--- config.mk ---
export PLATFORM = sky130hd
export DESIGN_NAME = rename_map_flat
export DESIGN_NICKNAME = d
export VERILOG_FILES = /design/src/rtl/rename_pkg.sv /design/src/rtl/rename_map_if.sv /design/src/rtl/free_list_ring.sv /design/src/rtl/rename_map.sv /design/src/flat_wrapper.sv
export SDC_FILE = /design/constraint.sdc
export NUM_CORES = 2
export LEC_CHECK = 0
export ABC_AREA = 1
export CAP_MARGIN = 40
export CORE_MARGIN = 3
export CORE_UTILIZATION = 60
export DETAILED_ROUTE_END_ITERATION = 6
export PLACE_DENSITY = 0.78
export SYNTH_ARGS = -nofsm -noshare
export SYNTH_HDL_FRONTEND = slang
export SYNTH_SLANG_ARGS = --single-unit
--- constraint.sdc ---
create_clock -name clk -period 5.1 [get_ports clk]
set_input_delay 1.02 -clock clk [delete_from_list [all_inputs] [get_ports clk]]
set_output_delay 1.02 -clock clk [all_outputs]
set_load 0.05 [all_outputs]
--- src/rtl/rename_pkg.sv ---
// -----------------------------------------------------------------------------
// rename_pkg
// Shared sizing, tag types and helpers for the rename stage.
//   NUM_AREG / NUM_PREG : architectural / physical register counts
//   AREG_WIDTH / PREG_WIDTH : index widths
//   FL_DEPTH            : free-list entries (need not be a power of two)
//   rename_out_t        : registered rename result handed to dispatch
// -----------------------------------------------------------------------------
package rename_pkg;

    localparam int NUM_AREG   = 32;
    localparam int NUM_PREG   = 64;
    localparam int AREG_WIDTH = $clog2(NUM_AREG);
    localparam int PREG_WIDTH = $clog2(NUM_PREG);
    localparam int FL_DEPTH   = NUM_PREG - NUM_AREG;
    localparam int FL_IDX_W   = (FL_DEPTH > 1) ? $clog2(FL_DEPTH) : 1;
    localparam int FL_CNT_W   = $clog2(FL_DEPTH + 1);

    typedef logic [AREG_WIDTH-1:0] areg_t;
    typedef logic [PREG_WIDTH-1:0] preg_t;
    typedef logic [FL_IDX_W-1:0]   fl_idx_t;
    typedef logic [FL_CNT_W-1:0]   fl_cnt_t;

    typedef struct packed {
        logic  valid;
        preg_t prd;
        preg_t old_prd;
        preg_t prs1;
        preg_t prs2;
        logic  rs1_ready;
        logic  rs2_ready;
    } rename_out_t;

    // Ring pointer increment; explicit wrap so FL_DEPTH need not be 2^n.
    function automatic fl_idx_t fl_inc(input fl_idx_t p);
        return (p == fl_idx_t'(FL_DEPTH - 1)) ? '0 : p + fl_idx_t'(1);
    endfunction

endpackage

--- src/rtl/rename_map_if.sv ---
// -----------------------------------------------------------------------------
// rename_map_if
// Bundles the decode, dispatch, writeback, commit and flush signals of the
// rename stage.
//   master : decode / FU / ROB side (drives requests, observes results)
//   slave  : rename_map
// -----------------------------------------------------------------------------
interface rename_map_if;
    import rename_pkg::*;

    // decode -> rename
    logic    ren_valid;
    logic    ren_ready;
    logic    ren_reg_write;
    areg_t   ren_rd;
    areg_t   ren_rs1;
    areg_t   ren_rs2;
    // rename -> dispatch
    logic    out_valid;
    preg_t   out_prd;
    preg_t   out_old_prd;
    preg_t   out_prs1;
    preg_t   out_prs2;
    logic    out_rs1_ready;
    logic    out_rs2_ready;
    // FU writeback
    logic    wb_valid;
    preg_t   wb_prd;
    // ROB commit / recovery
    logic    commit_valid;
    logic    commit_reg_write;
    areg_t   commit_rd;
    preg_t   commit_prd;
    preg_t   commit_old_prd;
    logic    flush;
    fl_cnt_t free_count;

    modport master (
        output ren_valid, ren_reg_write, ren_rd, ren_rs1, ren_rs2,
        output wb_valid, wb_prd,
        output commit_valid, commit_reg_write, commit_rd, commit_prd, commit_old_prd,
        output flush,
        input  ren_ready, out_valid, out_prd, out_old_prd, out_prs1, out_prs2,
        input  out_rs1_ready, out_rs2_ready, free_count
    );

    modport slave (
        input  ren_valid, ren_reg_write, ren_rd, ren_rs1, ren_rs2,
        input  wb_valid, wb_prd,
        input  commit_valid, commit_reg_write, commit_rd, commit_prd, commit_old_prd,
        input  flush,
        output ren_ready, out_valid, out_prd, out_old_prd, out_prs1, out_prs2,
        output out_rs1_ready, out_rs2_ready, free_count
    );

endinterface

--- src/rtl/free_list_ring.sv ---
// -----------------------------------------------------------------------------
// free_list_ring
// Circular free list of physical tags with a speculative head, a tail and a
// retire head. The retire head marks where head would be if every uncommitted
// rename were discarded, so recovery is a single pointer copy.
//   clk, rst        : clock, synchronous active-high reset
//   pop_i           : consume the tag at head
//   push_i          : append push_tag_i at tail
//   push_tag_i      : tag being released
//   commit_adv_i    : advance the retire head by one
//   recover_i       : head <= retire head, count <= FL_DEPTH
//   head_tag_o      : tag at head (next allocation)
//   count_o         : registered number of free entries
// -----------------------------------------------------------------------------
module free_list_ring
    import rename_pkg::*;
(
    input  logic    clk,
    input  logic    rst,
    input  logic    pop_i,
    input  logic    push_i,
    input  preg_t   push_tag_i,
    input  logic    commit_adv_i,
    input  logic    recover_i,
    output preg_t   head_tag_o,
    output fl_cnt_t count_o
);

    preg_t   fl_q [FL_DEPTH];
    preg_t   fl_d [FL_DEPTH];
    fl_idx_t head_q, head_d;
    fl_idx_t tail_q, tail_d;
    fl_idx_t rhead_q, rhead_d;
    fl_cnt_t count_q, count_d;

    always_comb begin
        fl_d    = fl_q;
        head_d  = head_q;
        tail_d  = tail_q;
        rhead_d = rhead_q;
        count_d = count_q;

        if (pop_i) begin
            head_d = fl_inc(head_q);
        end
        if (push_i) begin
            fl_d[tail_q] = push_tag_i;
            tail_d       = fl_inc(tail_q);
        end
        if (commit_adv_i) begin
            rhead_d = fl_inc(rhead_q);
        end

        unique case ({pop_i, push_i})
            2'b10:   count_d = count_q - fl_cnt_t'(1);
            2'b01:   count_d = count_q + fl_cnt_t'(1);
            default: count_d = count_q;
        endcase

        // Recovery uses the retire head including this cycle's commit, and
        // every entry between retire head and tail becomes free again.
        if (recover_i) begin
            head_d  = rhead_d;
            count_d = fl_cnt_t'(FL_DEPTH);
        end
    end

    always_ff @(posedge clk) begin
        if (rst) begin
            for (int k = 0; k < FL_DEPTH; k++) begin
                fl_q[k] <= preg_t'(NUM_AREG + k);
            end
            head_q  <= '0;
            tail_q  <= '0;
            rhead_q <= '0;
            count_q <= fl_cnt_t'(FL_DEPTH);
        end else begin
            fl_q    <= fl_d;
            head_q  <= head_d;
            tail_q  <= tail_d;
            rhead_q <= rhead_d;
            count_q <= count_d;
        end
    end

    assign head_tag_o = fl_q[head_q];
    assign count_o    = count_q;

endmodule

--- src/rtl/rename_map.sv ---
// -----------------------------------------------------------------------------
// rename_map
// Single-wide register rename stage between decode and dispatch. Keeps a
// speculative RAT, a retirement RAT and per-physical-register busy bits, and
// draws destination tags from free_list_ring. A flush restores RAT from RRAT
// and rewinds the free list in one cycle.
//   clk, rst : clock, synchronous active-high reset
//   rn       : rename_map_if slave (decode request, registered result,
//              writeback, commit, flush, free_count)
// -----------------------------------------------------------------------------
module rename_map
    import rename_pkg::*;
(
    input  logic         clk,
    input  logic         rst,
    rename_map_if.slave  rn
);

    preg_t             rat_q  [NUM_AREG];
    preg_t             rat_d  [NUM_AREG];
    preg_t             rrat_q [NUM_AREG];
    preg_t             rrat_d [NUM_AREG];
    logic [NUM_PREG-1:0] busy_q, busy_d;
    rename_out_t       out_q, out_d;

    preg_t   fl_head_tag;
    fl_cnt_t free_count;
    logic    ren_ready;
    logic    accept;
    logic    alloc;
    logic    commit_we;

    // Ready when not busy, or when the producer writes back this very cycle.
    // x0 is permanently p0 and always ready.
    function automatic logic src_ready(input areg_t rs, input preg_t tag,
                                       input logic [NUM_PREG-1:0] busy,
                                       input logic wb_v, input preg_t wb_tag);
        if (rs == '0) begin
            return 1'b1;
        end
        return !busy[tag] || (wb_v && (wb_tag == tag));
    endfunction

    assign ren_ready = !rn.flush && (free_count != '0);
    assign accept    = rn.ren_valid && ren_ready;
    assign alloc     = accept && rn.ren_reg_write && (rn.ren_rd != '0);
    assign commit_we = rn.commit_valid && rn.commit_reg_write && (rn.commit_rd != '0);

    free_list_ring u_free_list (
        .clk          (clk),
        .rst          (rst),
        .pop_i        (alloc),
        .push_i       (commit_we),
        .push_tag_i   (rn.commit_old_prd),
        .commit_adv_i (commit_we),
        .recover_i    (rn.flush),
        .head_tag_o   (fl_head_tag),
        .count_o      (free_count)
    );

    // Result register: sources read the RAT before this cycle's update, so
    // rs == rd returns the previous mapping.
    always_comb begin
        out_d = '0;
        if (accept) begin
            out_d.valid     = 1'b1;
            out_d.prs1      = (rn.ren_rs1 == '0) ? '0 : rat_q[rn.ren_rs1];
            out_d.prs2      = (rn.ren_rs2 == '0) ? '0 : rat_q[rn.ren_rs2];
            out_d.rs1_ready = src_ready(rn.ren_rs1, rat_q[rn.ren_rs1], busy_q,
                                        rn.wb_valid, rn.wb_prd);
            out_d.rs2_ready = src_ready(rn.ren_rs2, rat_q[rn.ren_rs2], busy_q,
                                        rn.wb_valid, rn.wb_prd);
            if (alloc) begin
                out_d.prd     = fl_head_tag;
                out_d.old_prd = rat_q[rn.ren_rd];
            end
        end
    end

    always_comb begin
        rat_d  = rat_q;
        rrat_d = rrat_q;
        busy_d = busy_q;

        if (rn.wb_valid) begin
            busy_d[rn.wb_prd] = 1'b0;
        end
        // Allocation is applied after writeback so it wins on a tag clash.
        if (alloc) begin
            rat_d[rn.ren_rd]   = fl_head_tag;
            busy_d[fl_head_tag] = 1'b1;
        end
        if (commit_we) begin
            rrat_d[rn.commit_rd] = rn.commit_prd;
        end
        // Recovery copies the RRAT including this cycle's commit.
        if (rn.flush) begin
            rat_d  = rrat_d;
            busy_d = '0;
        end
    end

    always_ff @(posedge clk) begin
        if (rst) begin
            for (int i = 0; i < NUM_AREG; i++) begin
                rat_q[i]  <= preg_t'(i);
                rrat_q[i] <= preg_t'(i);
            end
            busy_q <= '0;
            out_q  <= '0;
        end else begin
            rat_q  <= rat_d;
            rrat_q <= rrat_d;
            busy_q <= busy_d;
            out_q  <= out_d;
        end
    end

    assign rn.ren_ready     = ren_ready;
    assign rn.out_valid     = out_q.valid;
    assign rn.out_prd       = out_q.prd;
    assign rn.out_old_prd   = out_q.old_prd;
    assign rn.out_prs1      = out_q.prs1;
    assign rn.out_prs2      = out_q.prs2;
    assign rn.out_rs1_ready = out_q.rs1_ready;
    assign rn.out_rs2_ready = out_q.rs2_ready;
    assign rn.free_count    = free_count;

    // Releasing a tag into an already full free list means the ROB freed a
    // register it never allocated.
    a_commit_overflow: assert property (@(posedge clk) disable iff (rst)
        !(commit_we && (free_count == fl_cnt_t'(FL_DEPTH))));

endmodule

--- src/flat_wrapper.sv ---
// flat-port wrapper written by rule: the top's interface ports become plain ports
module rename_map_flat import rename_pkg::*;
  (clk, rst, rn_ren_valid, rn_ren_reg_write, rn_ren_rd, rn_ren_rs1, rn_ren_rs2, rn_wb_valid, rn_wb_prd, rn_commit_valid, rn_commit_reg_write, rn_commit_rd, rn_commit_prd, rn_commit_old_prd, rn_flush, rn_ren_ready, rn_out_valid, rn_out_prd, rn_out_old_prd, rn_out_prs1, rn_out_prs2, rn_out_rs1_ready, rn_out_rs2_ready, rn_free_count);
  rename_map_if rn_i ();
  input  logic clk;
  input  logic rst;
  input wire logic [$bits(rn_i.ren_valid)-1:0] rn_ren_valid;
  input wire logic [$bits(rn_i.ren_reg_write)-1:0] rn_ren_reg_write;
  input wire logic [$bits(rn_i.ren_rd)-1:0] rn_ren_rd;
  input wire logic [$bits(rn_i.ren_rs1)-1:0] rn_ren_rs1;
  input wire logic [$bits(rn_i.ren_rs2)-1:0] rn_ren_rs2;
  input wire logic [$bits(rn_i.wb_valid)-1:0] rn_wb_valid;
  input wire logic [$bits(rn_i.wb_prd)-1:0] rn_wb_prd;
  input wire logic [$bits(rn_i.commit_valid)-1:0] rn_commit_valid;
  input wire logic [$bits(rn_i.commit_reg_write)-1:0] rn_commit_reg_write;
  input wire logic [$bits(rn_i.commit_rd)-1:0] rn_commit_rd;
  input wire logic [$bits(rn_i.commit_prd)-1:0] rn_commit_prd;
  input wire logic [$bits(rn_i.commit_old_prd)-1:0] rn_commit_old_prd;
  input wire logic [$bits(rn_i.flush)-1:0] rn_flush;
  output wire logic [$bits(rn_i.ren_ready)-1:0] rn_ren_ready;
  output wire logic [$bits(rn_i.out_valid)-1:0] rn_out_valid;
  output wire logic [$bits(rn_i.out_prd)-1:0] rn_out_prd;
  output wire logic [$bits(rn_i.out_old_prd)-1:0] rn_out_old_prd;
  output wire logic [$bits(rn_i.out_prs1)-1:0] rn_out_prs1;
  output wire logic [$bits(rn_i.out_prs2)-1:0] rn_out_prs2;
  output wire logic [$bits(rn_i.out_rs1_ready)-1:0] rn_out_rs1_ready;
  output wire logic [$bits(rn_i.out_rs2_ready)-1:0] rn_out_rs2_ready;
  output wire logic [$bits(rn_i.free_count)-1:0] rn_free_count;
  assign rn_i.ren_valid = rn_ren_valid;
  assign rn_i.ren_reg_write = rn_ren_reg_write;
  assign rn_i.ren_rd = rn_ren_rd;
  assign rn_i.ren_rs1 = rn_ren_rs1;
  assign rn_i.ren_rs2 = rn_ren_rs2;
  assign rn_i.wb_valid = rn_wb_valid;
  assign rn_i.wb_prd = rn_wb_prd;
  assign rn_i.commit_valid = rn_commit_valid;
  assign rn_i.commit_reg_write = rn_commit_reg_write;
  assign rn_i.commit_rd = rn_commit_rd;
  assign rn_i.commit_prd = rn_commit_prd;
  assign rn_i.commit_old_prd = rn_commit_old_prd;
  assign rn_i.flush = rn_flush;
  assign rn_ren_ready = rn_i.ren_ready;
  assign rn_out_valid = rn_i.out_valid;
  assign rn_out_prd = rn_i.out_prd;
  assign rn_out_old_prd = rn_i.out_old_prd;
  assign rn_out_prs1 = rn_i.out_prs1;
  assign rn_out_prs2 = rn_i.out_prs2;
  assign rn_out_rs1_ready = rn_i.out_rs1_ready;
  assign rn_out_rs2_ready = rn_i.out_rs2_ready;
  assign rn_free_count = rn_i.free_count;
  rename_map u_core (.clk(clk), .rst(rst), .rn(rn_i));
endmodule
# Word-level counts from Yosys, hierarchy flattened
# Cells that the tools add are included.
# W data, S select, Z words.
# word_totals
register_bits	688
in_bits	46
output_inout_bits	34
word_cells	229
# classes
n_addsub	5
order_cmp	15
eq_ne	7
mux	53
n_bitwise	11
n_reduce_logical	30
# op_table
op	count
$bwmux W192	3
$mux W192	3
$mux W64	2
$bmux W6 S5	4
$demux W6 S5	3
$mux W6	13
$and A64 B64 Y64	1
$not A64 Y64	1
$or A64 B64 Y64	1
$ge A6 B6 Y1 const B	6
$not A5 Y6	6
$mux W5	6
$lt A6 B7 Y1 const B	4
$mux W27	1
$lt A6 B1 Y1 const B	3
$add A5 B1 Y5 const B	3
$eq A5 B5 Y1 const B	3
$logic_and A1 B1 Y1	13
$bmux W1 S6	2
$demux W1 S6	2
$eq A6 B6 Y1	2
$ge A6 B1 Y1 const B	2
$mux W1	12
$mux W12	1
other kinds (14)	24

# Longest topological paths before layout
# depth
word_depth	10
ltp_mapped	21
ltp_nobuf	21

# Modules after synthesis
# A second synthesis with hierarchy kept.
# unflattened
cells_unflattened	5054
hier_area_um2	34867.2
# by_module_without_submodules
module	instances	cells_each	area_per_inst_um2	seq_area_each_um2
rename_map	1	3518	24642.4	9509.1
free_list_ring	1	1536	10224.8	4264.1

# Worst setup path after synthesis
# No wires, ideal clock.
# synth_timing
kind	input port to flip-flop
start	input rn_flush
end	register u_core.u_free_list.count_q[5] (netlist: u_core.u_free_list.count_o[5])
setup_ns	0.123
t_arrival_ns	3.945
required_time_ns	4.977
slack_ns	1.032
stages	21
path_buffers	1
path_cell_list	buf_2 inv_2 nand2_1 inv_1 nand3_1 a21oi_2 inv_2 ha_1 inv_1 ha_1 a21oi_1 and2_1 inv_1 a21oi_1 inv_1 a21oi_1 nand2_1 nand2_1 nor2_1 a21oi_1 o21ai_0
# synth_via
elab_chain_cells	7
word_cells_on_any_way	10
cone_classes	2 x eq/ne; 1 x mux; 7 x reduce/logical
# synth_rtl
element	line	text
from (decl)	flat_wrapper.sv:19	input wire logic [$bits(rn_i.flush)-1:0] rn_flush;
$logic_not A1 Y1 *	rename_map.sv:44	assign ren_ready = !rn.flush && (free_count != '0);
$logic_and A1 B1 Y1 *	rename_map.sv:44	
named net rn_ren_ready	flat_wrapper.sv:20	output wire logic [$bits(rn_i.ren_ready)-1:0] rn_ren_ready;
$logic_and A1 B1 Y1 *	rename_map.sv:45	assign accept = rn.ren_valid && ren_ready;
$logic_and A1 B1 Y1 * (2 in a row)	rename_map.sv:46	assign alloc = accept && rn.ren_reg_write && (rn.ren_rd != '0);
$eq A2 B1 Y1 or $eq A2 B2 Y1 (tied branches)	free_list_ring.sv:54	unique case ({pop_i, push_i})
$pmux W6 S2 or $reduce_bool A2 Y1 (tied branches)	n/a	
to (signal assigned)	free_list_ring.sv:76	count_q <= fl_cnt_t'(FL_DEPTH);
to (signal assigned)	free_list_ring.sv:82	count_q <= count_d;
to (decl)	free_list_ring.sv:34	fl_cnt_t count_q, count_d;
# Mark *: on every way through the listed nets, which the timed path passes. The rest lies on a longest branch.
# A chain may end at the register's enable or synchronous reset.

# Worst setup path after layout
# layout_timing
start	register u_core.u_free_list.head_q[0]
end	register u_core.busy_q[48]
# layout_via
elab_chain_cells	10
word_cells_on_any_way	11
cone_classes	2 x order compare; 6 x mux; 2 x bitwise; 1 x reduce/logical
# layout_rtl
element	line	text
from (decl)	free_list_ring.sv:31	fl_idx_t head_q, head_d;
from (signal assigned)	free_list_ring.sv:73	head_q <= '0;
from (signal assigned)	free_list_ring.sv:79	head_q <= head_d;
$not A5 Y6 (implied by the code) *	free_list_ring.sv:86	assign head_tag_o = fl_q[head_q];
$bmux W6 S5 *	free_list_ring.sv:86	
$mux W6 (implied by the code) * (2 in a row)	free_list_ring.sv:86	
$lt A6 B7 Y1 (implied by the code) or $ge A6 B1 Y1 (tied branches)	rename_map.sv:91	busy_d[fl_head_tag] = 1'b1;
$logic_and A1 B1 Y1 (implied by the code)	rename_map.sv:91	
$mux W1 (implied by the code)	rename_map.sv:91	
$demux W1 S6 *	n/a	
$or A64 B64 Y64 (no line) *	n/a	
$mux W64 *	rename_map.sv:89	if (alloc) begin
to (signal assigned)	rename_map.sv:114	busy_q <= busy_d;
to (decl)	rename_map.sv:23	logic [NUM_PREG-1:0] busy_q, busy_d;
# Every way passes the cells marked *; elsewhere a longest branch is shown, timed or not. The select of a mux whose other input is x is not followed.

==> flow_summary.toml <==
[grt]
grt_pass1_vias = 32200
use_met2_pct = 58.9
grt_start_max_net_pins = 100
grtUsageMet1_pct = 57.3
met3_usage_pct = 11.3
top_usage_layer = "met2"
grt_first_pass_wirelength_um = 194000
grt-ovfl-total = 0
grt.total_usage_pct = 41.1
grt_antenna_before_repair = 2

[timing]
finalCriticalPeriod_ns = 3.95
skew_ns = 0.0453
slew_violations = 0
maxSlewHeadroom_pct = 33.7
setup_viol = 0
rsz0062_at_grt = "no"
post-route-period-util_pct = 77.4
finalHoldViolations = 0
fmax_ghz = 0.253
tightest_slew_ns = 0.986
tns_ns = 0

[die]
num_rows = 87
die_width_um = 245
start_util_pct = 60.8
dieArea_mm2 = 0.0601
io_pins = 80
die_y_um = 245
core-area_mm2 = 0.0565

[power]
swShare_pct = 28.6
vdd_drop_max_mv = 0.273
power.net_switching_w = 0.00359
internal-power_w = 0.00896
p_leak_nw = 15.2
clockPowerShare_pct = 43.2
powerDensity_mw_per_mm2 = 333
comb_power_share_pct = 12.7
seqPwrFrac_pct = 44.1

[yosys]
synth_ff_type = "dfxtp_1"
synth_edf_count = 0
syn_area_mm2 = 0.0343
ys_seq_area_share_pct = 40.1
synthCells = 4934
synth_seq_cells = 688
syn_nets = 4996
synth_warnings = 0
synthArstFlopShare_pct = 0
synth_area_per_cell_um2 = 6.96
synth.distinct_cells = 54

[final_layout]
fin_area_mm2 = 0.0377
syn2layout_area_growth_pct = 9.95
seq_area_mm2 = 0.0138
fin_util_pct = 66.8
final_cell_mix = "nand2_1 (1114), dfxtp_1 (686), nor2_1 (573)"
antenna_cells = 0
nFillCells = 4986
multi_input_area_mm2 = 0.0178
layout-drive-gt1-share_pct = 6.68
layout_commonest_cell = "nand2_1"
finalNetCount = 4926

[worst_setup_path]
crit_required_ns = 5.66
startpoint_type = "flip-flop"
crit_arrival_ns = 4.51
cp-end-kind = "flip-flop"
path_max_fanout = 79
critical_path_class = "reg2reg"
ff2ff_setup_slack_ns = 1.15

[cts]
clockRootBuffer = "clkbuf_16"
cts_num_sinks = 688
holdBufCountCts = 0
cts_resized = 0
postCtsSetupBuffers = 0
clk-insertion-delay-late_ns = 0.67
cts.reportedPaths.clkPinSlew_ns = 0.06
cts_buffer_depth = 3
htree_num_levels = 3
cts_tree = "yes"
numCtsBuffers = 73

[detailed_routing]
drtAntennaViolNets = 0
via_count = 36300
drc_errors = 4
drt_first_pass_iters = 7
routed_wl_um = 128000
drt_iter0_drc = 5218
vias_per_cell = 6.40
wire_per_inst_um = 22.6

[placed_design]
post_dp_cell_area_mm2 = 0.0353
io_buffers = 79
post-dp-hpwl_um = 84600
gp_congestion = 1.09

[min_path]
hold_path.class = "reg2reg"

[run_status]
status = "complete, but fails checks"
violations = "design-rule violations"

[flow_run]
max_cap_viol_count = 0
## synthesized netlist by cell type, types with 65 or more instances
| cell | instances | area (um2) |
|---|---|---|
| nand2_1 | 1114 | 4180 |
| dfxtp_1 | 688 | 13800 |
| nor2_1 | 575 | 2160 |
| nand3_1 | 487 | 2440 |
| o21ai_0 | 469 | 2350 |
| inv_1 | 282 | 1060 |
| a21oi_1 | 233 | 1170 |
| o211ai_1 | 217 | 1630 |
| clkbuf_1 | 171 | 642 |
| buf_2 | 93 | 465 |
| a22oi_1 | 75 | 563 |
| a31oi_1 | 69 | 432 |
| o22ai_1 | 65 | 407 |
## worst max-delay path, stage by stage, from the launching register on
cell and delay (ns):
dfxtp_2 0.86, inv_4 0.50, o21ai_1 0.27, o22ai_1 0.13, o211ai_1 0.25, nand3_1 0.21, nand2_4 0.53, inv_4 0.32
nor2_2 0.45, nand2_1 0.10, a21oi_1 0.15
## power by group through the flow
stage / logic [W] / registers (W) / clock network (W)
after floorplan: 0.000967 / 0.00563 / 0
after global placement: 0.00150 / 0.00565 / 0
after detailed placement: 0.00152 / 0.00565 / 0
after CTS: 0.00152 / 0.00553 / 0.00544
after global routing: 0.00167 / 0.00554 / 0.00568
final: 0.00159 / 0.00554 / 0.00542
## per-stage QoR
stage,cells,setup WS [ns],hold WS [ns],power (W)
2_1_floorplan,4934,1.03,0.400,0.00660
3_3_place_gp,5541,0.617,0.407,0.00715
3_5_place_dp,5545,0.639,0.410,0.00716
4_1_cts,5669,1.25,0.419,0.0125
5_1_grt,5669,0.941,0.441,0.0129
6_report,5669,1.15,0.421,0.0126
## sequential cells by signal (all words and copies together) (netlist names), 5 cells and up
register and count:
u_core.rn.out_prs2 6, u_core.u_free_list.count_o 6, u_core.rn.out_prd 6, u_core.busy_q 64, u_core.u_free_list.tail_q 5, u_core.rrat_q 192, u_core.rat_q 192, u_core.rn.out_old_prd 6
u_core.u_free_list.fl_q 192, u_core.u_free_list.rhead_q 5, u_core.u_free_list.head_q 5, u_core.rn.out_prs1 6
## layer usage
layer,wire length (um),up-vias
met5,13,-
met4,6670,2
met3,17800,446
met2,52500,2562
met1,51000,16700
li1,-,16600
## final cells by class
| type | instances | area share, % |
|---|---|---|
| Clock buffer | 103 | 5.40 |
| Clock inverter | 21 | 0.932 |
| Inverter | 316 | 3.21 |
| Multi-Input combinational cell | 3615 | 47.3 |
| Sequential cell | 688 | 36.5 |
| Tap cell | 756 | 2.51 |
| Timing Repair Buffer | 170 | 4.16 |
## worst paths after layout
path                                                    from                 end  depth (start not counted)
worst max-delay path            u_core.u_free_list.head_q[0]   u_core.busy_q[48]                         10
worst min-delay path                      u_core.rrat_q[191]  u_core.rrat_q[191]                          2
worst max register to register  u_core.u_free_list.head_q[0]   u_core.busy_q[48]                         10
worst min register to register            u_core.rrat_q[191]  u_core.rrat_q[191]                          2
## cell families after synthesis
| group | count (synthesis) | synth area share (%) |
|---|---|---|
| AOI/OAI and AO/OA | 1265 | 22.1 |
| xor gates and xnor gates | 6 | 0.153 |
| adders and majority gates | 16 | 0.605 |
| buffers and inverters | 631 | 7.95 |
| DFF | 688 | 40.1 |
| muxes | 16 | 0.467 |
| and+or+nand+nor | 2312 | 28.6 |
No activity file was read; power rests on OpenSTA's default activity.
